File: src/rtl/neuromorphic_wb_pkg.sv
// Shared types and constants for the Neuromorphic_X1 Wishbone initiator.
package neuromorphic_wb_pkg;

  typedef struct packed {
    logic        we;
    logic [3:0]  sel;
    logic [31:0] adr;
    logic [31:0] dat;
  } cmd_t;

  typedef enum logic [1:0] {
    StIdle,
    StReq,
    StResp
  } state_t;

  localparam logic [31:0] DEFAULT_ERR_DATA = 32'hDEAD_BEEF;
  localparam int unsigned DEFAULT_TIMEOUT  = 255;

endpackage

File: src/rtl/neuromorphic_cmd_fifo.sv
// Synchronous command FIFO; DEPTH must be a power of two so pointers wrap naturally.
module neuromorphic_cmd_fifo
  import neuromorphic_wb_pkg::*;
#(
  parameter int unsigned DEPTH = 4
) (
  input  logic                           clk,
  input  logic                           rst_n,
  input  logic                           push,
  input  logic                           pop,
  input  cmd_t                           wdata,
  output cmd_t                           rdata,
  output logic                           full,
  output logic                           empty,
  output logic [$clog2(DEPTH+1)-1:0]     count
);

  localparam int unsigned PtrW = $clog2(DEPTH);
  localparam int unsigned CntW = $clog2(DEPTH + 1);

  cmd_t            mem [DEPTH];
  logic [PtrW-1:0] wptr_q, rptr_q;
  logic [CntW-1:0] count_q;
  logic            do_push, do_pop;

  assign full    = (count_q == CntW'(DEPTH));
  assign empty   = (count_q == '0);
  assign count   = count_q;
  assign rdata   = mem[rptr_q];
  assign do_push = push & ~full;
  assign do_pop  = pop & ~empty;

  always_ff @(posedge clk) begin
    if (!rst_n) begin
      wptr_q  <= '0;
      rptr_q  <= '0;
      count_q <= '0;
    end else begin
      if (do_push) wptr_q <= wptr_q + 1'b1;
      if (do_pop)  rptr_q <= rptr_q + 1'b1;
      count_q <= count_q + CntW'(do_push) - CntW'(do_pop);
    end
  end

  // Storage needs no reset; occupancy is tracked by the pointers.
  always_ff @(posedge clk) begin
    if (do_push) mem[wptr_q] <= wdata;
  end

endmodule

File: src/rtl/neuromorphic_wb_initiator.sv
// Wishbone classic initiator: queues single read/write commands and issues each as one
// non-pipelined bus cycle, returning exactly one response (data or timeout error) per command.
module neuromorphic_wb_initiator
  import neuromorphic_wb_pkg::*;
#(
  parameter int unsigned CMD_DEPTH = 4,
  parameter int unsigned TIMEOUT   = DEFAULT_TIMEOUT,
  parameter logic [31:0] ERR_DATA  = DEFAULT_ERR_DATA
) (
  input  logic        wb_clk_i,
  input  logic        wb_rst_n_i,
  input  logic        cmd_valid_i,
  output logic        cmd_ready_o,
  input  logic        cmd_we_i,
  input  logic [3:0]  cmd_sel_i,
  input  logic [31:0] cmd_adr_i,
  input  logic [31:0] cmd_dat_i,
  output logic        rsp_valid_o,
  input  logic        rsp_ready_i,
  output logic        rsp_we_o,
  output logic        rsp_err_o,
  output logic [31:0] rsp_dat_o,
  output logic        wbm_cyc_o,
  output logic        wbm_stb_o,
  output logic        wbm_we_o,
  output logic [3:0]  wbm_sel_o,
  output logic [31:0] wbm_adr_o,
  output logic [31:0] wbm_dat_o,
  input  logic [31:0] wbm_dat_i,
  input  logic        wbm_ack_i,
  output logic        busy_o
);

  localparam int unsigned TimerW = $clog2(TIMEOUT + 1);
  localparam int unsigned CntW   = $clog2(CMD_DEPTH + 1);
  localparam logic [TimerW-1:0] TimerLast = TimerW'(TIMEOUT - 1);

  state_t            state_q, state_d;
  logic [TimerW-1:0] timer_q, timer_d;
  logic              cyc_q, cyc_d;
  cmd_t              bus_cmd_q, bus_cmd_d;
  logic              rsp_valid_q, rsp_valid_d;
  logic              rsp_we_q, rsp_we_d;
  logic              rsp_err_q, rsp_err_d;
  logic [31:0]       rsp_dat_q, rsp_dat_d;

  cmd_t              fifo_wdata, fifo_head;
  logic              fifo_push, fifo_pop, fifo_full, fifo_empty;
  logic [CntW-1:0]   fifo_count;

  assign fifo_wdata = '{we: cmd_we_i, sel: cmd_sel_i, adr: cmd_adr_i, dat: cmd_dat_i};
  assign fifo_push  = cmd_valid_i & ~fifo_full;

  neuromorphic_cmd_fifo #(
    .DEPTH (CMD_DEPTH)
  ) u_cmd_fifo (
    .clk   (wb_clk_i),
    .rst_n (wb_rst_n_i),
    .push  (fifo_push),
    .pop   (fifo_pop),
    .wdata (fifo_wdata),
    .rdata (fifo_head),
    .full  (fifo_full),
    .empty (fifo_empty),
    .count (fifo_count)
  );

  always_comb begin
    state_d     = state_q;
    timer_d     = timer_q;
    cyc_d       = cyc_q;
    bus_cmd_d   = bus_cmd_q;
    rsp_valid_d = rsp_valid_q;
    rsp_we_d    = rsp_we_q;
    rsp_err_d   = rsp_err_q;
    rsp_dat_d   = rsp_dat_q;
    fifo_pop    = 1'b0;

    unique case (state_q)
      StIdle: begin
        if (!fifo_empty) begin
          bus_cmd_d = fifo_head;
          cyc_d     = 1'b1;
          timer_d   = '0;
          state_d   = StReq;
        end
      end
      StReq: begin
        // The head entry stays queued until the bus cycle finishes either way.
        if (wbm_ack_i) begin
          cyc_d       = 1'b0;
          fifo_pop    = 1'b1;
          rsp_we_d    = bus_cmd_q.we;
          rsp_err_d   = 1'b0;
          rsp_dat_d   = bus_cmd_q.we ? 32'h0 : wbm_dat_i;
          rsp_valid_d = 1'b1;
          state_d     = StResp;
        end else if (timer_q == TimerLast) begin
          cyc_d       = 1'b0;
          fifo_pop    = 1'b1;
          rsp_we_d    = bus_cmd_q.we;
          rsp_err_d   = 1'b1;
          rsp_dat_d   = ERR_DATA;
          rsp_valid_d = 1'b1;
          state_d     = StResp;
        end else if (timer_q != '1) begin
          timer_d = timer_q + 1'b1;
        end
      end
      StResp: begin
        if (rsp_ready_i) begin
          rsp_valid_d = 1'b0;
          state_d     = StIdle;
        end
      end
      default: state_d = StIdle;
    endcase
  end

  always_ff @(posedge wb_clk_i) begin
    if (!wb_rst_n_i) begin
      state_q     <= StIdle;
      timer_q     <= '0;
      cyc_q       <= 1'b0;
      bus_cmd_q   <= '0;
      rsp_valid_q <= 1'b0;
      rsp_we_q    <= 1'b0;
      rsp_err_q   <= 1'b0;
      rsp_dat_q   <= '0;
    end else begin
      state_q     <= state_d;
      timer_q     <= timer_d;
      cyc_q       <= cyc_d;
      bus_cmd_q   <= bus_cmd_d;
      rsp_valid_q <= rsp_valid_d;
      rsp_we_q    <= rsp_we_d;
      rsp_err_q   <= rsp_err_d;
      rsp_dat_q   <= rsp_dat_d;
    end
  end

  assign cmd_ready_o = ~fifo_full;
  assign busy_o      = (fifo_count != '0) || (state_q != StIdle);
  assign wbm_cyc_o   = cyc_q;
  assign wbm_stb_o   = cyc_q;
  assign wbm_we_o    = bus_cmd_q.we;
  assign wbm_sel_o   = bus_cmd_q.sel;
  assign wbm_adr_o   = bus_cmd_q.adr;
  assign wbm_dat_o   = bus_cmd_q.dat;
  assign rsp_valid_o = rsp_valid_q;
  assign rsp_we_o    = rsp_we_q;
  assign rsp_err_o   = rsp_err_q;
  assign rsp_dat_o   = rsp_dat_q;

endmodule

File: config.mk
export PLATFORM = sky130hd
export DESIGN_NAME = neuromorphic_wb_initiator
export DESIGN_NICKNAME = d
export VERILOG_FILES = /design/src/rtl/neuromorphic_wb_pkg.sv /design/src/rtl/neuromorphic_cmd_fifo.sv /design/src/rtl/neuromorphic_wb_initiator.sv
export SDC_FILE = /design/constraint.sdc
export NUM_CORES = 1
export LEC_CHECK = 0
export ABC_AREA = 0
export CAP_MARGIN = 15
export CORE_MARGIN = 2
export CORE_UTILIZATION = 68
export DETAILED_ROUTE_END_ITERATION = 6
export DONT_BUFFER_PORTS = 1
export GPL_TIMING_DRIVEN = 0
export PLACE_DENSITY = 0.84
export SLEW_MARGIN = 10
export SYNTH_ARGS = -nofsm -noshare
export SYNTH_HDL_FRONTEND = slang
export SYNTH_HIERARCHICAL = 1
export SYNTH_SLANG_ARGS = --single-unit
File: constraint.sdc
create_clock -name wb_clk_i -period 8 [get_ports wb_clk_i]
set_input_delay 0.4 -clock wb_clk_i [delete_from_list [all_inputs] [get_ports wb_clk_i]]
set_output_delay 0.4 -clock wb_clk_i [all_outputs]
set_load 0.1 [all_outputs]
==> results.md, run 1 <==
- Worst path arrival time: 3.60 ns
- Fillers: 1064
- Final Setup Violations: 0
- Ports: 214
- Worst Setup Path Type: reg2reg
- Root cell of the clock tree: clkbuf_16
- Post-synthesis mux area share: 10.7%
- Worst Tran Pin Value: 1.08 ns
- First-pass GRT wire length: 51400 um
- Total GRT Usage: 29.1%
- Flop-to-flop setup slack: 4.80 ns
- Area Growth Syn to Fin: 16.3%
- Clock skew: 0.0294 ns
- # clock sinks: 400
- Num CTS Buffers: 39
- Post-CTS Setup Inserts: 0
- CTS tree: built
- Synth Area in Compound Gates: 6.55%
- Post-synth EDFFs: 276
- Initial antenna violation count: 1
- Total negative setup slack: 0 ns
- Fin crit share: 40.0%
- Largest net degree at the start of global routing: 43
- Share of layout cells above drive strength 1: 18.0%
- Mapped Avg Cell Area: 16.4 sq um
- Slowest-stage cell, CP: dfxtp_1
- CTS clk-pin slew, worst paths: 0.06 ns
- Slew HR: 28.2%
- Maxcap violations: 0
- Max Buffers Root-to-Sink: 3
- Vias in the first global route: 8971
- CP max stage delay: 0.41 ns
- Adder-cell share of the synthesized area: 0.803%
- Buffers on Ports: 0
- Drt pass-1 iters: 7
- Final hold violations: 0
- Largest family of logic cells by synthesized area: multiplexers
- Syn nets: 1026
- Vias: 8486
- Async S/R FF share, synth: 0%
- Num rows: 54
- Chip Height: 152 um
- Die area: 0.0232 sq mm
- Cell Area, Synth: 0.0149 sq mm
- Crit end category: flop
- Nets: 1142
- Drt total wl: 33800 um
- Most common cell after layout, fill and taps aside: edfxtp_1
- Critical Path Source Type: flop
- Starting Density: 68.9%
- CTS H-tree lvls: 2
- Post-layout minimum cycle time: 3.20 ns
- Distinct cells, synth: 60
- Core area: 0.0217 sq mm
- Pwr per Cell Area: 422 mW/mm^2
- Crit path top cell by count: ha_1
- Max Fclk: 313 MHz
- Die X: 152 um
- Status: completed
- Leak Pwr: 0.00580 uW
- CP Data Required Time: 8.41 ns
- Final Max Tran Viols: 0
- Most frequent cells in the layout: edfxtp_1, nand2_1, dfxtp_1
- Seq/Total Area, Yosys: 72.0%
- DR iter-0 viols: 648
- GR Overflow Total: 0
- VDD IR max: 0.344 mV
- Synth Area in XOR/XNOR: 0.117%
- DRC: 0
- Total power: 7330 uW
- HPWL after DPL: 19300 um
- CTS resizes: 0
- Seq cells post-synth: 400
- Top delay family on crit path: adder cells
- CP Buf/Inv Count: 4
- Gpl congestion: 0.929
- RSZ-0062 raised after global routing: false
- Synthesized instance count: 911
- Warning count from the yosys run: 6
- Top FF cell, synth: edfxtp_1
- HP Class: in2reg
- Simple-gate portion of the synthesized area: 7.01%
- # hold bufs at CTS: 69
- Worst skew pair latency: 0.53 ns
- Post-DR vias/cell: 6.35
- Critical-path cell list: inv_1 > ha_1 > and4_4 > a41o_4 > nand2_8 > inv_8 > buf_12 > nor2b_1 > ha_1 > inv_1 > ha_1 > fa_1 > xnor2_1 > xnor2_1 > and2_1
- Crit Path Max Fanout: 12
- Remaining antenna violation count: 0
- WL/cell: 25.3 um
cell families (layout without fill, tap and decap cells):
| kind of cell | count (synthesis) | count (layout) |
|---|---|---|
| fa+ha+maj | 9 | 9 |
| mux | 74 | 74 |
| other cells | 0 | 1 |
| simple gates | 223 | 223 |
| flops | 400 | 400 |
| compound gates | 135 | 135 |
| xor+xnor | 2 | 2 |
| buf+inv | 68 | 213 |
power breakdown:
part           leakage (uW)  total (uW)  switching (uW)  internal [uW]
logic               0.00164        1340             858            484
clock network      0.000618        1800             739           1070
registers           0.00354        4180            1580           2610
total               0.00580        7330            3170           4160
cell type report:
| class | count | area, sq um | area share [%] |
|---|---|---|---|
| inverters | 12 | 52.6 | 0.302 |
| repair buffers | 75 | 810 | 4.66 |
| well taps | 280 | 350 | 2.01 |
| flip-flops and latches | 400 | 10800 | 61.9 |
| clock buffers | 59 | 1120 | 6.42 |
| clock inverters | 11 | 150 | 0.863 |
| diodes | 1 | 2.50 | 0.0144 |
| plain buffers | 56 | 357 | 2.05 |
| multi-input cells | 443 | 3780 | 21.7 |
stage by stage:
stage                     worst slack [ns]  cell area [sq um]  hold WS (ns)  instances  util [%]
after CTS                             4.82              17400       0.00349       1336      80.2
final                                 4.80              17400        0.0195       1337      80.2
after global routing                  4.62              17400       0.00124       1337      80.2
after floorplan                       5.00              14900         0.461        911         -
after detailed placement              4.84              15400         0.495       1197      71.1
after global placement                3.61              15300         0.478       1191      70.5
worst reg2reg max path, cell delays in order (launching register included):
cell and delay [ns]:
dfxtp_1 0.41, inv_1 0.08, ha_1 0.26, and4_4 0.23
a41o_4 0.31, nand2_8 0.09, inv_8 0.06, buf_12 0.14
nor2b_1 0.17, ha_1 0.35, inv_1 0.04, ha_1 0.18
fa_1 0.38, xnor2_1 0.15, xnor2_1 0.12, and2_1 0.15
path summary, 6_finish.rpt:
check / end / from / cells past startpoint
worst max-delay path: u_cmd_fifo/count[2] / timer_q[0] / 15
worst min-delay path: rsp_dat_o[20] / wbm_dat_i[20] / 1
worst max register to register: u_cmd_fifo/count[2] / timer_q[0] / 15
worst min register to register: u_cmd_fifo/wptr_q[1] / u_cmd_fifo/wptr_q[1] / 2
per-layer routing:
| layer | vias up | track usage (%) | part of all wire (%) | wire length (um) |
|---|---|---|---|---|
| li1 | 3707 | - | - | - |
| met1 | 4240 | 36.2 | 36 | 12200 |
| met2 | 467 | 50.0 | 52 | 17500 |
| met3 | 72 | 7.51 | 8.9 | 3020 |
| met4 | 0 | 10.7 | 3.2 | 1080 |
| met5 | - | 0 | 0 | 0 |
synth_stat cells, drive strengths merged, types with 8 or more instances:
master / instances / share of area [%]
and2b: 8 / 0.42
clkbuf: 20 / 0.51
ha: 8 / 0.67
o221a: 25 / 1.9
a22o: 9 / 0.59
a21oi: 74 / 2.5
edfxtp: 276 / 55
nor2b: 22 / 0.92
inv: 12 / 0.35
dfxtp: 124 / 17
nand2: 154 / 4.0
buf: 33 / 1.7
and2: 8 / 0.33
mux4: 69 / 10
registers in the layout (all words and copies together) (netlist names), named ones only:
name               flops
u_cmd_fifo/mem       276
rsp_dat_o             32
wbm_adr_o             32
wbm_dat_o             32
timer_q                8
wbm_sel_o              4
u_cmd_fifo/count       3
state_q                2
u_cmd_fifo/rptr_q      2
u_cmd_fifo/wptr_q      2
rsp_err_o              1
rsp_valid_o            1
rsp_we_o               1
wbm_cyc_o              1
wbm_we_o               1
Note: power is estimated with default switching activity, not from simulation.
==> inputs of run 2 (changes only) <==
--- a/config.mk
+++ b/config.mk
@@ -8,11 +8,11 @@
 export ABC_AREA = 0
 export CAP_MARGIN = 15
 export CORE_MARGIN = 2
-export CORE_UTILIZATION = 68
+export CORE_UTILIZATION = 57
 export DETAILED_ROUTE_END_ITERATION = 6
 export DONT_BUFFER_PORTS = 1
 export GPL_TIMING_DRIVEN = 0
-export PLACE_DENSITY = 0.84
+export PLACE_DENSITY = 0.75
 export SLEW_MARGIN = 10
 export SYNTH_ARGS = -nofsm -noshare
 export SYNTH_HDL_FRONTEND = slang
==> constraint.sdc (replaced) <==
create_clock -name wb_clk_i -period 2.7 [get_ports wb_clk_i]
set_input_delay 0.135 -clock wb_clk_i [delete_from_list [all_inputs] [get_ports wb_clk_i]]
set_output_delay 0.135 -clock wb_clk_i [all_outputs]
set_load 0.1 [all_outputs]
==> run 2 against run 1 <==
  * Total power grew to 3.0 times the previous value
  * Worst hold slack gained 0.022 ns
  * Flip-flop and latch count is the same
  * Combinational power grew to 3.0 times the previous value
  * Critical endpoint unchanged
  * Critical path depth shrank 1
==> results.md, run 2 (synthesis gave the netlist of run 1 again) <==
- Fillers: 1669 (+57%)
- Total GRT Usage: 23.1% (-6.0 points)
- Most common cell after layout, fill and taps aside: edfxtp_1
- Final hold violations: 0 (unchanged)
- # clock sinks: 400 (unchanged)
- Most frequent cells in the layout: edfxtp_1, nand2_1, dfxtp_1
- Final Util: 69.5% (-11 points)
- Area Growth Syn to Fin: 20.5%
- CTS clk-pin slew, worst paths: 0.06 ns (about the same)
- Root cell of the clock tree: clkbuf_16
- Total negative setup slack: 0 ns (unchanged)
- Starting Density: 57.7% (-11 points)
- Post-DR vias/cell: 5.84 (-8.0%)
- Hold WS: 0.0417 ns (+0.0223 ns)
- Seq pwr share: 56.2% (-0.9 points)
- Crit Path Max Fanout: 5 (-7)
- Worst Setup Path Type: reg2reg
- Fin crit share: 96.6% (+57 points)
- WL/cell: 22.3 um (-12%)
- Worst path arrival time: 3.03 ns (-0.57 ns)
- Drt total wl: 32100 um (-5.2%)
- Clock power frac: 25.4% (+0.8 points)
- Max Buffers Root-to-Sink: 3 (unchanged)
- First-pass GRT wire length: 49600 um (-3.4%)
- DRC: 0 (unchanged)
- Worst Tran Pin Value: 1.10 ns (+0.0261 ns)
- Leak Pwr: 0.00604 uW (+4.1%)
- Num rows: 59 (+9.3%)
- Placed insts: 1250 (+4.4%)
- Pwr per Cell Area: 1220 mW/mm^2 (+190%)
- Share of layout cells above drive strength 1: 19.3% (+1.3 points)
- Status: completed
- CTS H-tree lvls: 2 (unchanged)
- Hold wc startpoint: wbm_ack_i
- Num CTS Buffers: 41 (+5.1%)
- Core area: 0.0259 sq mm (+19%)
- Gpl congestion: 0.885 (-4.8%)
- HPWL after DPL: 18900 um (-2.3%)
- CP startpoint: timer_q[0]
- P_sw: 9360 uW (+200%)
- Fin worst setup slack: 0.0910 ns (-4.71 ns)
- CP Data Required Time: 3.12 ns (-5.29 ns)
- GR Overflow Total: 0 (unchanged)
- Vias: 8419 (-0.79%)
- Final Max Tran Viols: 0 (unchanged)
- Drt pass-1 iters: 6 (-1)
- HP Class: in2reg
- Slew HR: 26.4% (-1.7 points)
- Buffers on Ports: 0 (unchanged)
- Max Fclk: 383 MHz (+23%)
- Maxcap violations: 0 (unchanged)
- Biggest register: u_cmd_fifo/mem
- Number of flip-flops in the largest register: 276 (unchanged)
- Switching Share: 42.6% (-0.69 points)
- Ports: 214 (unchanged)
- Largest net degree at the start of global routing: 43 (unchanged)
- Vias in the first global route: 8710 (-2.9%)
- Die X: 166 um (+9.0%)
- Chip Height: 166 um (+9.0%)
- Comb power frac: 18.4% (about the same)
- Final Setup Violations: 0 (unchanged)
- CTS tree: built
- Clock skew: 0.0124 ns (-0.0170 ns)
- Nets: 1186 (+3.9%)
- Final Non-Filler Cells: 1442 (+7.9%)
- Critical Path Source Type: flop
- Post-layout minimum cycle time: 2.61 ns (-0.588 ns)
- Remaining antenna violation count: 0 (unchanged)
- Crit end category: flop
- DR iter-0 viols: 612 (-5.6%)
- Launch point of the worst reg-to-reg path: timer_q[0]
- Worst skew pair latency: 0.53 ns (about the same)
- VDD IR max: 1.00 mV (+190%)
- Die area: 0.0275 sq mm (+19%)
- DP Worst Slack: -0.145 ns (-4.98 ns)
- RSZ-0062 raised after global routing: false
- Internal: 12600 uW (+200%)
- Initial antenna violation count: 3 (+2)
## run 2: changes by cell type in the layout (fill, tap and decap cells not counted), sizes merged
cell and delta:
clkbuf +7, inv +1, dlygate4sd3 +35, clkinvlp +1
clkinv -1, buf +5, diode +2
## run 2: through the flow
step	instance area, sq um	power (uW)
floorplan	15000	15000
global placement	15400	16100
detailed placement	15500	16200
CTS	17900	22000
global route	18000	22800
finish	18000	22000
## run 2: cell type report
cell class	count	area, sq um	share of cell area, %
repair buffers	117	1230	6.85
clock inverters	11	140	0.778
well taps	335	419	2.33
multi-input cells	443	3830	21.3
plain buffers	55	338	1.87
diodes	3	7.51	0.0417
inverters	12	57.6	0.319
repair inverters	1	8.76	0.0486
flip-flops and latches	400	10800	59.8
clock buffers	65	1210	6.71
## run 2: what timing repair did
action	in CTS	in global routing
hold buffers	104	0
buffers inserted	3	4
resized for setup	4	3
pin swaps	4	3
cloned	0	1
hold endpoints to repair	323	0
endpoints found under the setup margin	5	1
## run 2: power by group through the flow
stage / Clock, uW / Combinational, uW / Sequential [uW]
CTS: 5670 / 3930 / 12400
global route: 5900 / 4450 / 12500
finish: 5590 / 4040 / 12300
global placement: 0 / 3610 / 12500
detailed placement: 0 / 3750 / 12500
floorplan: 0 / 2760 / 12300
## run 2: layer usage
metal | GRT usage (%) | vias to the layer above | routed length, um
met3 | 6.41 | 53 | 2750
met4 | 6.16 | 0 | 646
met1 | 30.4 | 4206 | 13000
met5 | 0 | - | 0
met2 | 38.5 | 353 | 15700
li1 | - | 3807 | -
## run 2: path summary, 6_finish.rpt
path,cells after the start,end,slack [ns]
min,4,timer_q[2],0.04
max,14,u_cmd_fifo/count[2],0.09
min reg2reg,2,u_cmd_fifo/rptr_q[0],0.51
max reg2reg,14,u_cmd_fifo/count[2],0.09
## run 2: worst max-delay path: stages (launching register included)
cell      delay [ns]
dfxtp_4         0.35
inv_2           0.04
ha_4            0.17
and4_4          0.17
a41o_4          0.24
nand2_8         0.10
clkinv_8        0.05
nor2b_4         0.13
ha_4            0.28
inv_1           0.04
ha_2            0.17
fa_2            0.37
xnor2_2         0.14
xnor2_1         0.12
and2_1          0.14
